File: config.mk
export PLATFORM = sky130hd
export DESIGN_NAME = multicycle_control
export DESIGN_NICKNAME = d
export VERILOG_FILES = /design/src/rtl/mips_ctrl_pkg.sv /design/src/rtl/mc_wait_timer.sv /design/src/rtl/multicycle_control.sv
export SDC_FILE = /design/constraint.sdc
export NUM_CORES = 1
export LEC_CHECK = 0
export CELL_PAD_IN_SITES_DETAIL_PLACEMENT = 1
export CELL_PAD_IN_SITES_GLOBAL_PLACEMENT = 2
export CORE_MARGIN = 8
export CORE_UTILIZATION = 25
export CTS_CLUSTER_DIAMETER = 50
export DETAILED_ROUTE_END_ITERATION = 8
export GPL_ROUTABILITY_DRIVEN = 0
export GPL_TIMING_DRIVEN = 0
export PLACE_DENSITY = 0.77
export SLEW_MARGIN = 20
export SYNTH_ARGS = -nofsm -noshare
export SYNTH_HDL_FRONTEND = slang
export SYNTH_SLANG_ARGS = --single-unit
File: constraint.sdc
create_clock -name clk -period 2.19 [get_ports clk]
set_clock_uncertainty 0.05 [all_clocks]
set_input_delay 0.438 -clock clk [delete_from_list [all_inputs] [get_ports clk]]
set_output_delay 0.438 -clock clk [all_outputs]
set_load 0.02 [all_outputs]
File: src/rtl/mips_ctrl_pkg.sv
// Shared definitions for the multi-cycle MIPS control unit.
//   state_e      : FSM state encoding (also exported on state_o for debug)
//   OP_*         : instruction opcodes (IR[31:26])
//   ALUOP_*      : ALUOp encodings
//   SRCB_*       : ALUSrcB encodings
//   PCSRC_*      : PCSource encodings
//   FAULT_*      : sticky fault report codes
package mips_ctrl_pkg;

   typedef enum logic [3:0] {
      StReset  = 4'd0,
      StFetch  = 4'd1,
      StDecode = 4'd2,
      StMemAdr = 4'd3,
      StMemRd  = 4'd4,
      StMemWb  = 4'd5,
      StMemWr  = 4'd6,
      StExec   = 4'd7,
      StAluWb  = 4'd8,
      StBranch = 4'd9,
      StJump   = 4'd10,
      StAddiEx = 4'd11,
      StAddiWb = 4'd12,
      StTrap   = 4'd13
   } state_e;

   localparam logic [5:0] OP_RTYPE = 6'b000000;
   localparam logic [5:0] OP_LW    = 6'b100011;
   localparam logic [5:0] OP_SW    = 6'b101011;
   localparam logic [5:0] OP_BEQ   = 6'b000100;
   localparam logic [5:0] OP_ADDI  = 6'b001000;
   localparam logic [5:0] OP_J     = 6'b000010;

   localparam logic [1:0] ALUOP_ADD   = 2'b00;
   localparam logic [1:0] ALUOP_SUB   = 2'b01;
   localparam logic [1:0] ALUOP_FUNCT = 2'b10;

   localparam logic [1:0] SRCB_RT      = 2'b00;
   localparam logic [1:0] SRCB_FOUR    = 2'b01;
   localparam logic [1:0] SRCB_IMM     = 2'b10;
   localparam logic [1:0] SRCB_IMM_SH2 = 2'b11;

   localparam logic [1:0] PCSRC_ALU    = 2'b00;
   localparam logic [1:0] PCSRC_ALUOUT = 2'b01;
   localparam logic [1:0] PCSRC_JUMP   = 2'b10;

   localparam logic [1:0] FAULT_NONE    = 2'b00;
   localparam logic [1:0] FAULT_ILLEGAL = 2'b01;
   localparam logic [1:0] FAULT_TIMEOUT = 2'b10;

endpackage

File: src/rtl/mc_wait_timer.sv
// Saturating wait-state counter for memory handshakes.
//   clk     : rising-edge clock
//   rst_n   : asynchronous active-low reset
//   clear   : zero the counter (takes priority over tick)
//   tick    : count one not-ready cycle
//   expired : counter has reached MAX_WAIT (never set when MAX_WAIT = 0)
module mc_wait_timer #(
   parameter int unsigned MAX_WAIT = 15
) (
   input  logic clk,
   input  logic rst_n,
   input  logic clear,
   input  logic tick,
   output logic expired
);

   // One extra code above MAX_WAIT so saturation never aliases onto MAX_WAIT.
   localparam int unsigned WAIT_W = $clog2(MAX_WAIT + 2);

   logic [WAIT_W-1:0] r_count;

   always_ff @(posedge clk or negedge rst_n) begin
      if (!rst_n) begin
         r_count <= '0;
      end else if (clear) begin
         r_count <= '0;
      end else if (tick && (r_count != {WAIT_W{1'b1}})) begin
         r_count <= r_count + 1'b1;
      end
   end

   assign expired = (MAX_WAIT != 0) && (r_count == WAIT_W'(MAX_WAIT));

endmodule

File: src/rtl/multicycle_control.sv
// Multi-cycle MIPS control unit: Moore FSM sequencing each instruction over 3-5 cycles,
// with memory ready handshake, wait-state timeout and illegal-opcode trap.
//   clk, rst_n    : clock, asynchronous active-low reset
//   opcode        : IR[31:26]
//   mem_ready     : memory completes the current access this cycle
//   PCWrite ... PCSource : datapath control strobes and mux selects
//   state_o       : current state encoding (debug)
//   fault         : sticky fault code (00 none, 01 illegal opcode, 10 memory timeout)
module multicycle_control
   import mips_ctrl_pkg::*;
#(
   parameter int unsigned MAX_WAIT    = 15,
   parameter bit          ENABLE_ADDI = 1'b1,
   parameter bit          ENABLE_J    = 1'b1
) (
   input  logic       clk,
   input  logic       rst_n,
   input  logic [5:0] opcode,
   input  logic       mem_ready,
   output logic       PCWrite,
   output logic       PCWriteCond,
   output logic       IorD,
   output logic       MemRead,
   output logic       MemWrite,
   output logic       IRWrite,
   output logic       MemtoReg,
   output logic       RegDst,
   output logic       RegWrite,
   output logic       ALUSrcA,
   output logic [1:0] ALUSrcB,
   output logic [1:0] ALUOp,
   output logic [1:0] PCSource,
   output logic [3:0] state_o,
   output logic [1:0] fault
);

   state_e     r_state, w_state_next;
   logic [1:0] r_fault, w_fault_next;
   logic       w_mem_state, w_tick, w_clear, w_expired;

   always_ff @(posedge clk or negedge rst_n) begin
      if (!rst_n) begin
         r_state <= StReset;
         r_fault <= FAULT_NONE;
      end else begin
         r_state <= w_state_next;
         r_fault <= w_fault_next;
      end
   end

   assign w_mem_state = (r_state == StFetch) || (r_state == StMemRd) || (r_state == StMemWr);
   assign w_tick      = w_mem_state && !mem_ready;
   assign w_clear     = mem_ready || (w_state_next != r_state);

   mc_wait_timer #(
      .MAX_WAIT (MAX_WAIT)
   ) u_wait_timer (
      .clk     (clk),
      .rst_n   (rst_n),
      .clear   (w_clear),
      .tick    (w_tick),
      .expired (w_expired)
   );

   // Next-state and fault logic
   always_comb begin
      w_state_next = r_state;
      w_fault_next = r_fault;
      unique case (r_state)
         StReset:  w_state_next = StFetch;
         StFetch:  if (mem_ready) w_state_next = StDecode;
         StDecode: begin
            // Unmatched opcodes (including X/Z) fall through to the trap.
            w_state_next = StTrap;
            w_fault_next = FAULT_ILLEGAL;
            case (opcode)
               OP_RTYPE:     begin w_state_next = StExec;   w_fault_next = r_fault; end
               OP_LW, OP_SW: begin w_state_next = StMemAdr; w_fault_next = r_fault; end
               OP_BEQ:       begin w_state_next = StBranch; w_fault_next = r_fault; end
               OP_ADDI: if (ENABLE_ADDI) begin
                  w_state_next = StAddiEx;
                  w_fault_next = r_fault;
               end
               OP_J: if (ENABLE_J) begin
                  w_state_next = StJump;
                  w_fault_next = r_fault;
               end
               default: ;
            endcase
         end
         StMemAdr: w_state_next = (opcode == OP_LW) ? StMemRd : StMemWr;
         StMemRd:  if (mem_ready) w_state_next = StMemWb;
         StMemWr:  if (mem_ready) w_state_next = StFetch;
         StMemWb:  w_state_next = StFetch;
         StExec:   w_state_next = StAluWb;
         StAluWb:  w_state_next = StFetch;
         StBranch: w_state_next = StFetch;
         StJump:   w_state_next = StFetch;
         StAddiEx: w_state_next = StAddiWb;
         StAddiWb: w_state_next = StFetch;
         StTrap:   w_state_next = StTrap;
         default:  w_state_next = StReset;
      endcase
      // A ready on the expiring cycle wins, so only trap while still not ready.
      if (w_tick && w_expired) begin
         w_state_next = StTrap;
         w_fault_next = FAULT_TIMEOUT;
      end
   end

   // Moore output decode (FETCH IRWrite/PCWrite additionally gated by mem_ready)
   always_comb begin
      PCWrite     = 1'b0;
      PCWriteCond = 1'b0;
      IorD        = 1'b0;
      MemRead     = 1'b0;
      MemWrite    = 1'b0;
      IRWrite     = 1'b0;
      MemtoReg    = 1'b0;
      RegDst      = 1'b0;
      RegWrite    = 1'b0;
      ALUSrcA     = 1'b0;
      ALUSrcB     = SRCB_RT;
      ALUOp       = ALUOP_ADD;
      PCSource    = PCSRC_ALU;
      unique case (r_state)
         StFetch: begin
            MemRead = 1'b1;
            ALUSrcB = SRCB_FOUR;
            IRWrite = mem_ready;
            PCWrite = mem_ready;
         end
         StDecode: ALUSrcB = SRCB_IMM_SH2;
         StMemAdr, StAddiEx: begin
            ALUSrcA = 1'b1;
            ALUSrcB = SRCB_IMM;
         end
         StMemRd: begin
            MemRead = 1'b1;
            IorD    = 1'b1;
         end
         StMemWb: begin
            RegWrite = 1'b1;
            MemtoReg = 1'b1;
         end
         StMemWr: begin
            MemWrite = 1'b1;
            IorD     = 1'b1;
         end
         StExec: begin
            ALUSrcA = 1'b1;
            ALUOp   = ALUOP_FUNCT;
         end
         StAluWb: begin
            RegWrite = 1'b1;
            RegDst   = 1'b1;
         end
         StBranch: begin
            ALUSrcA     = 1'b1;
            ALUOp       = ALUOP_SUB;
            PCWriteCond = 1'b1;
            PCSource    = PCSRC_ALUOUT;
         end
         StJump: begin
            PCWrite  = 1'b1;
            PCSource = PCSRC_JUMP;
         end
         StAddiWb: RegWrite = 1'b1;
         default: ;
      endcase
   end

   assign state_o = r_state;
   assign fault   = r_fault;

endmodule

# Word level (Yosys, flattened, before mapping)

Cells that the tools add are included.

Bits in registers: 11
Word-level logic and storage cells: 71
Output and inout bits: 22
Input bits: 9

Equality and inequality tests: 22
Multiplexer cells: 25
Reductions and logical operators: 20
$add $sub $neg: 1

Operator list:

| operator              | number |
|---|---|
| $pmux W4 S9           | 1 |
| $eq A4 B4 Y1 const B  | 6 |
| $pmux W4 S5           | 1 |
| $eq A4 B3 Y1 const B  | 4 |
| $mux W4               | 4 |
| $eq A6 B6 Y1 const B  | 2 |
| $reduce_or A6 Y1      | 2 |
| $mux W5               | 2 |
| $mux W1               | 9 |
| $eq A4 B2 Y1 const B  | 2 |
| $mux W2               | 4 |
| $pmux W2 S2           | 2 |
| $reduce_or A2 Y1      | 4 |
| $eq A6 B2 Y1 const B  | 1 |
| $eq A6 B3 Y1 const B  | 1 |
| $eq A6 B4 Y1 const B  | 1 |
| $logic_not A6 Y1      | 1 |
| $pmux W2 S3           | 1 |
| $add A5 B1 Y5 const B | 1 |
| $eq A5 B4 Y1 const B  | 1 |
| $ne A5 B5 Y1 const B  | 1 |
| $eq A4 B1 Y1 const B  | 1 |
| $logic_not A4 Y1      | 1 |
| $ne A4 B4 Y1          | 1 |
| other kinds (9)       | 14 |

# Logic depth before layout (Yosys ltp)

Gate-level depths: netlist of the first run.

Depth in word-level cells: 9
Gate-level depth with buffers: 8
Gate-level depth less buffers: 8

# Hierarchy

From an unflattened synthesis of the first run, not the netlist that was laid out.

Cell total of the unflattened synthesis: 125
Area total of the unflattened synthesis: 1018.5 um2

By module, submodules not included:

| module             | area an instance (um2) | cells each | seq. area each (um2) | times used |
|---|---|---|---|---|
| multicycle_control | 745.7                  | 101        | 150.1                | 1 |
| mc_wait_timer      | 272.8                  | 24         | 125.1                | 1 |

# Worst setup path before layout of the first run

OpenSTA, ideal clock, no wires.

Path type: register to output
From: register r_state[0] (netlist: state_o[0])
To: output port PCWrite
Path slack: -0.043 ns
Path buffers: 1
Data required time: 1.702 ns
Data arrival time: 1.745 ns
Cell stages (with the launch flop): 6
Path through: dfrtp_1 -> buf_2 -> nor2b_1 -> nand2_1 -> nor3_1 -> or2_2

Longest elaborated chain between the ends: 2
Elaborated cells on any way between the ends: 3
Those cells by class: eq/ne: 2; mux: 1

RTL lines:

| item                                                | line                      | text |
|---|---|---|
| start: declaration                                  | multicycle_control.sv:37  | `state_e r_state, w_state_next;` |
| start signal: assignment                            | multicycle_control.sv:43  | `r_state <= StReset;` |
| start signal: assignment                            | multicycle_control.sv:46  | `r_state <= w_state_next;` |
| $eq A4 B4 Y1 / $eq A4 B1 Y1 (equally long branches) | multicycle_control.sv:126 | `unique case (r_state)` |
| $pmux W1 S2 *                                       | multicycle_control.sv:126 |  |
| end: declaration                                    | multicycle_control.sv:20  | `output logic PCWrite,` |

Every way passes the cells marked *; elsewhere a longest branch is shown, timed or not.

# Final worst setup path of the first run

From: register u_wait_timer.r_count[0]
To: register u_wait_timer.r_count[0]

Longest elaborated chain between the ends: 6
Elaborated cells on any way between the ends: 11
Those cells by class: add/sub: 1; eq/ne: 3; mux: 3; reduce/logical: 4

RTL lines:

| item                                                 | line                      | text |
|---|---|---|
| start: declaration                                   | mc_wait_timer.sv:20       | `logic [WAIT_W-1:0] r_count;` |
| start signal: assignment                             | mc_wait_timer.sv:28       | `r_count <= r_count + 1'b1;` |
| $eq A5 B4 Y1 *                                       | mc_wait_timer.sv:32       | `assign expired = (MAX_WAIT != 0) && (r_count == WAIT_W'(MAX_WAIT));` |
| $logic_and A1 B1 Y1 *                                | multicycle_control.sv:105 | `if (w_tick && w_expired) begin` |
| $mux W4 *                                            | multicycle_control.sv:105 |  |
| via w_state_next[2]                                  | multicycle_control.sv:37  |  |
| $ne A4 B4 Y1 *                                       | multicycle_control.sv:53  | `assign w_clear = mem_ready \|\| (w_state_next != r_state);` |
| $logic_or A1 B1 Y1 *                                 | multicycle_control.sv:53  |  |
| $mux W5 / $reduce_bool A2 Y1 (equally long branches) | -                         |  |

Mark *: on every way through the listed nets, which the timed path passes. The rest lies on a longest branch. The select of a mux whose other input is x is not followed.
A chain may end at the register's enable or synchronous reset.

==> results.cfg, run 1 <==
[clock_tree]
root_buffer = clkbuf_8
clock_path_buffers = 2
numCtsBuffers = 3
htreeDepth = 1
clock_latency_ns = 0.24
clkTransAtPathRegs_ns = 0.05
cts.sink_count = 11
cts_tree = built

[finish]
multi_input_area_um2 = 865
drive_gt1_share_pct = 36.8
finalInstanceArea_um2 = 1730
fill_cells = 546
antenna_cells = 0
regArea_um2 = 277
synthToLayoutAreaGrowth_pct = 45.6
nets = 195

[global_route]
grt_max_degree = 12
grt-ovfl-total = 0
grt_pass1_wl_um = 6600
grt_antenna_before_repair = 0
grt_usage_pct = 11.0
grt_pass1_vias = 1301

[setup_path]
startpoint_type = flop
arrival_ns = 2.32
setup.worst_path.end_class = flop
critical_path_class = reg -> reg
rr_startpoint = u_wait_timer.r_count[0]$_DFFE_PN0P_
crit_required_ns = 2.26
crit_path_top_delay_cell = or3b_4
crit_chain = ha_2 > and3_4 > ha_4 > or3b_4 > a221oi_2 > a211o_2 > xor2_4 > nor4b_2
timing.rr.end = u_wait_timer.r_count[0]$_DFFE_PN0P_
reg2reg_depth = 8
crit_buf_inv = 0
crit_family = simple AND/OR/NAND/NOR gates
cp_slowest_stage_delay_ns = 0.38
rrSetupSlack_ns = -0.06
critPathMaxFanout = 5

[floorplanning]
die_y_um = 84.9
core.rowCount = 25
start_util_pct = 25.4
coreArea_um2 = 4660
die-area_um2 = 7200
io_pins = 31
die_w_um = 84.9

[detailed_routing]
viasPerCell = 5.16
vias = 1217
detail_route.wirelength_um = 3960
routedWlPerCell_um = 16.8
drc = 0
drtIter0Drc = 57
first_pass_iters = 4
drt.antenna.violating_nets = 0

[worst_hold_path]
hold_path_startpoint = fault[1]$_DFFE_PN0P_
min_delay_worst_endpoint = fault[1]$_DFFE_PN0P_
hold_class = reg -> reg
hold_depth = 2

[timing]
worstMarginPinSlew_ns = 0.501
finalHoldViolCount = 0
drv_slew = 0
setup_viol = 5
period_minus_slack_ns = 2.25
rsz0062_at_grt = true
max_freq_ghz = 0.444
holdWs_ns = 0.472
fin_crit_sh_pct = 103
slew_headroom_pct = 66.5
timing.final.ws_setup_ns = -0.0618
setup-tns-final_ns = -0.297

[power_and_ir_drop]
power.switching_uw = 984
p_sw_share_pct = 48.9
p_total_uw = 2010
p_leak_uw = 0.000733
power_frac_seq_pct = 14.1
clockPowerShare_pct = 10.3
pwr_density_cell_nw_per_um2 = 1160
p_comb_share_pct = 75.6
ir_drop_v = 0.000573
p_int_uw = 1030

[yosys]
netlist_instances = 138
ys_seq_area_share_pct = 23.2
synth_edf_count = 0
synth_nets = 150
synth_top_flop_cell = dfrtp_1
postSynth.asyncResetShare_pct = 100
synth_seq_cells = 11
synth_area_um2 = 1190
ys_warn_count = 0
syn_area_per_cell_um2 = 8.60
synth_cell_types = 48

[status]
outcome = finished with violations
violations = negative setup slack

[place]
portBuffers = 28
post-dp-hpwl_um = 3050
post_dp_cell_area_um2 = 1540
place_ws_ns = -0.522

[flow_run]
drv_cap = 0
timing repair:
item / 4_1_cts / 5_1_grt
gates resized for setup: 50 / 15
gates cloned: 0 / 0
pin swaps: 10 / 5
hold buffers: 0 / 0
buffers inserted: 5 / 7
endpoints found under the hold margin: 0 / 0
endpoints found under the setup margin: 21 / 17
placed cells by master, fill, tap and decap left out, drive strengths merged, types with 3 or more instances in the layout:
cell type	instances
a211oi	3
o21ai	9
a221oi	3
xor2	3
nor3	5
nand3	3
nor2	18
nand2b	7
nor4b	5
dlygate4sd2	6
ha	3
a21oi	10
inv	4
and3	3
dfrtp	11
buf	29
clkdlybuf4s50	11
nor2b	4
xnor2	5
clkbuf	8
tightest hold or removal path, stage by stage (launching register included):
cell and delay (ns):
dfrtp_1 0.37, inv_1 0.05, o22ai_1 0.06
routing by layer:
layer,track usage [%],part of all wire [%],vias up
met5,0,0,-
met4,3.24,0.88,0
met2,18.1,48,27
li1,-,-,590
met3,2.51,6.2,3
met1,13.9,45,597
power by group through the flow:
| stage | logic (µW) | registers, µW | clock network [µW] |
|---|---|---|---|
| CTS | 1480 | 285 | 215 |
| floorplan | 916 | 321 | 0 |
| global route | 1650 | 287 | 222 |
| finish | 1520 | 283 | 207 |
| detailed placement | 1440 | 294 | 0 |
| global placement | 1400 | 293 | 0 |
registers in the layout, indices dropped and copies added (netlist names):
register and cells:
u_wait_timer.r_count 5, state_o 4, fault 2
kinds of logic after synthesis:
group / after synthesis / share of synthesized area, %
AND/OR/NAND/NOR: 61 / 34.0
AO/OA/AOI/OAI: 37 / 21.2
buffers and inverters: 17 / 10.1
flip-flops: 11 / 23.2
XOR/XNOR: 8 / 7.49
adder cells (fa/ha/maj): 3 / 3.16
multiplexers: 1 / 0.844
Yosys cell counts, drive strengths merged (2+ instances only):
cell type,n,area (µm²)
ha,3,37.5
nand4b,2,17.5
nand2,2,7.51
a221oi,3,26.3
nor2b,4,25.0
a211o,2,20.0
nor3,5,25.0
a211oi,3,27.5
nor4,2,12.5
inv,4,15.0
or2b,2,18.8
nand2b,7,43.8
nand3,3,20.0
xnor2,5,43.8
clkbuf,2,27.5
dfrtp,11,275
o2111ai,2,17.5
o21ai,9,45.0
buf,11,77.6
a21oi,10,53.8
and3,3,25.0
nor2,18,67.6
nor3b,2,15.0
or2,2,12.5
nor4b,5,75.1
xor2,3,45.1
or4b,2,20.0
worst max path at each step:
stage	start	to	slack (ns)	depth (start not counted)
after CTS	u_wait_timer.r_count[0]$_DFFE_PN0P_	u_wait_timer.r_count[0]$_DFFE_PN0P_	-0.12	8
final	u_wait_timer.r_count[0]$_DFFE_PN0P_	u_wait_timer.r_count[0]$_DFFE_PN0P_	-0.06	8
after floorplan	u_wait_timer.r_count[0]$_DFFE_PN0P_	u_wait_timer.r_count[1]$_DFFE_PN0P_	0.001	8
after global placement	mem_ready	PCWrite	-0.45	6
after detailed placement	mem_ready	PCWrite	-0.52	6
after global routing	u_wait_timer.r_count[0]$_DFFE_PN0P_	u_wait_timer.r_count[3]$_DFFE_PN0P_	-0.14	8
stage by stage:
stage	std cells	utilization, %
after global routing	236	37.0
after detailed placement	220	33.0
final	236	37.0
after floorplan	138	-
after CTS	229	35.9
after global placement	220	33.0
final cells by class:
type / count / share of cell area [%]
Multi-Input combinational cell: 110 / 50.1
Timing Repair Buffer: 40 / 18.9
Sequential cell: 11 / 16.0
Buffer: 13 / 7.61
Tap cell: 54 / 3.91
Clock buffer: 4 / 2.61
Inverter: 4 / 0.870
(Power assumes the default switching activity.)
==> inputs of run 2 (changes only) <==
--- a/config.mk
+++ b/config.mk
@@ -13,7 +13,7 @@
 export DETAILED_ROUTE_END_ITERATION = 8
 export GPL_ROUTABILITY_DRIVEN = 0
 export GPL_TIMING_DRIVEN = 0
-export PLACE_DENSITY = 0.77
+export PLACE_DENSITY = 0.79
 export SLEW_MARGIN = 20
 export SYNTH_ARGS = -nofsm -noshare
 export SYNTH_HDL_FRONTEND = slang
==> run 2 against run 1 <==
The flow still finishes with violations (negative setup slack). Design area is 0.58% lower. Critical path type unchanged. Global-route usage is 0.77 points lower. Routed wire length is 2.6% higher. Total power is 2.9% higher. Largest cell class unchanged.
==> results.cfg, run 2 (synthesis gave the netlist of run 1 again) <==
[status]
outcome = finished with violations
violations = negative setup slack

[setup_path]
startpoint_type = flop
critPathMaxFanout = 5
cp_slowest_stage_delay_ns = 0.39
crit_family = simple AND/OR/NAND/NOR gates
arrival_ns = 2.40
crit_buf_inv = 0
setup.worst_path.end_class = flop
crit_path_top_delay_cell = or3b_4
crit_required_ns = 2.26
critical_path_class = reg -> reg
crit_chain = ha_2 > and3_4 > ha_4 > or3b_4 > a221oi_2 > a211o_2 > xor2_4 > nor4b_2

[global_route]
grt_max_degree = 12
grt_usage_pct = 10.2
grt_antenna_before_repair = 0
grt_pass1_wl_um = 6090
grt_pass1_vias = 1196
grt-ovfl-total = 0

[place]
portBuffers = 28
post-dp-hpwl_um = 3020
post_dp_cell_area_um2 = 1540
dp_cells = 220

[worst_hold_path]
hold_class = reg -> reg

[floorplanning]
io_pins = 31
die_w_um = 84.9
coreArea_um2 = 4660
die_y_um = 84.9
core.rowCount = 25
start_util_pct = 25.4
die-area_um2 = 7200

[detailed_routing]
detail_route.wirelength_um = 4060
drt.antenna.violating_nets = 0
vias = 1228
routedWlPerCell_um = 17.4
drc = 0
drtIter0Drc = 37
viasPerCell = 5.27
first_pass_iters = 4

[clock_tree]
clkTransAtPathRegs_ns = 0.05
cts.sink_count = 11
root_buffer = clkbuf_8
htreeDepth = 1
numCtsBuffers = 3
clock_latency_ns = 0.24
clock_path_buffers = 2
cts_tree = built

[finish]
layout_commonest_cell = nor2_1
instances_no_fill = 233
finalInstanceArea_um2 = 1720
drive_gt1_share_pct = 34.6
synthToLayoutAreaGrowth_pct = 44.7
top_register = u_wait_timer.r_count
nets = 192
final_cell_mix = nor2_1 (17), buf_4 (15), clkdlybuf4s50_1 (11), dfrtp_1 (10), a21oi_1 (9)
antenna_cells = 0
largest_reg_flops = 5
post-route-util_pct = 36.8

[timing]
slew_headroom_pct = 65.9
fin_crit_sh_pct = 106
worstMarginPinSlew_ns = 0.509
drv_slew = 0
finalHoldViolCount = 0
timing.final.ws_setup_ns = -0.136
period_minus_slack_ns = 2.33
setup_viol = 5
rsz0062_at_grt = true
max_freq_ghz = 0.430

[power_and_ir_drop]
p_total_uw = 2070
p_sw_share_pct = 48.8
pwr_density_cell_nw_per_um2 = 1210
ir_drop_v = 0.000407
power.switching_uw = 1010
power_frac_seq_pct = 13.8
clockPowerShare_pct = 9.9
p_int_uw = 1060
p_leak_uw = 0.000716
p_comb_share_pct = 76.3

[flow_run]
drv_cap = 0
-- run 2: area by class of cell --
cell class | instances | area [µm²]
sequential | 11 | 277
fill | 545 | 2940
inverter | 4 | 15.0
timing repair buffer | 37 | 322
buffer | 13 | 128
tap | 54 | 67.6
multi-input combinational | 110 | 863
clock buffer | 4 | 45.0
-- run 2: final timing paths --
check | cells past startpoint | to | startpoint | slack, ns
worst max-delay path | 8 | u_wait_timer.r_count[2]$_DFFE_PN0P_ | u_wait_timer.r_count[1]$_DFFE_PN0P_ | -0.14
worst min-delay path | 1 | fault[0]$_DFFE_PN0P_ | fault[0]$_DFFE_PN0P_ | 0.45
worst max register to register | 8 | u_wait_timer.r_count[2]$_DFFE_PN0P_ | u_wait_timer.r_count[1]$_DFFE_PN0P_ | -0.14
worst min register to register | 1 | fault[0]$_DFFE_PN0P_ | fault[0]$_DFFE_PN0P_ | 0.45
max in group asynchronous | 1 | state_o[0]$_DFF_PN0_ | rst_n | 1.23
min in group asynchronous | 1 | u_wait_timer.r_count[3]$_DFFE_PN0P_ | rst_n | 0.49
-- run 2: repair_timing --
item / CTS / global route
cloned: 0 / 0
resized for setup: 47 / 14
endpoints found under the hold margin: 0 / 0
endpoints found under the setup margin: 21 / 16
hold buffers: 0 / 0
setup buffers: 3 / 6
pin swaps: 3 / 10
-- run 2: worst register-to-register path, cell delays in order (launching register included) --
cell and delay [ns]:
dfrtp_1 0.38, ha_2 0.20, and3_4 0.21, ha_4 0.15
or3b_4 0.39, a221oi_2 0.28, a211o_2 0.19, xor2_4 0.28
nor4b_2 0.08
-- run 2: power groups by stage --
stage	clock network, µW	logic (µW)	registers [µW]
6_report	205	1580	286
5_1_grt	222	1690	292
4_1_cts	213	1480	284
3_5_place_dp	0	1440	293
3_3_place_gp	0	1400	293
2_1_floorplan	0	916	321
-- run 2: per-layer routing --
metal | vias to the layer above | part of all wire, % | global-route usage, %
met5 | - | 0 | 0
met4 | 0 | 1.1 | 2.91
met3 | 4 | 6.4 | 2.90
met2 | 33 | 50 | 17.4
met1 | 609 | 43 | 12.2
li1 | 582 | - | -
-- run 2: metrics by stage --
| stage | setup slack [ns] | TNS, ns | hold WS, ns |
|---|---|---|---|
| floorplan | 0.00107 | 0 | 0.0924 |
| global placement | -0.449 | -3.06 | 0.429 |
| detailed placement | -0.518 | -3.58 | 0.440 |
| CTS | -0.124 | -0.755 | 0.456 |
| global route | -0.206 | -1.06 | 0.490 |
| finish | -0.136 | -0.668 | 0.446 |
==> inputs of run 3 (changes only) <==
--- a/config.mk
+++ b/config.mk
@@ -10,6 +10,7 @@
 export CORE_MARGIN = 8
 export CORE_UTILIZATION = 25
 export CTS_CLUSTER_DIAMETER = 50
+export CTS_CLUSTER_SIZE = 8
 export DETAILED_ROUTE_END_ITERATION = 8
 export GPL_ROUTABILITY_DRIVEN = 0
 export GPL_TIMING_DRIVEN = 0
==> results of run 3 <==
The final DEF is identical to that of run 2; final timing and power are the same.
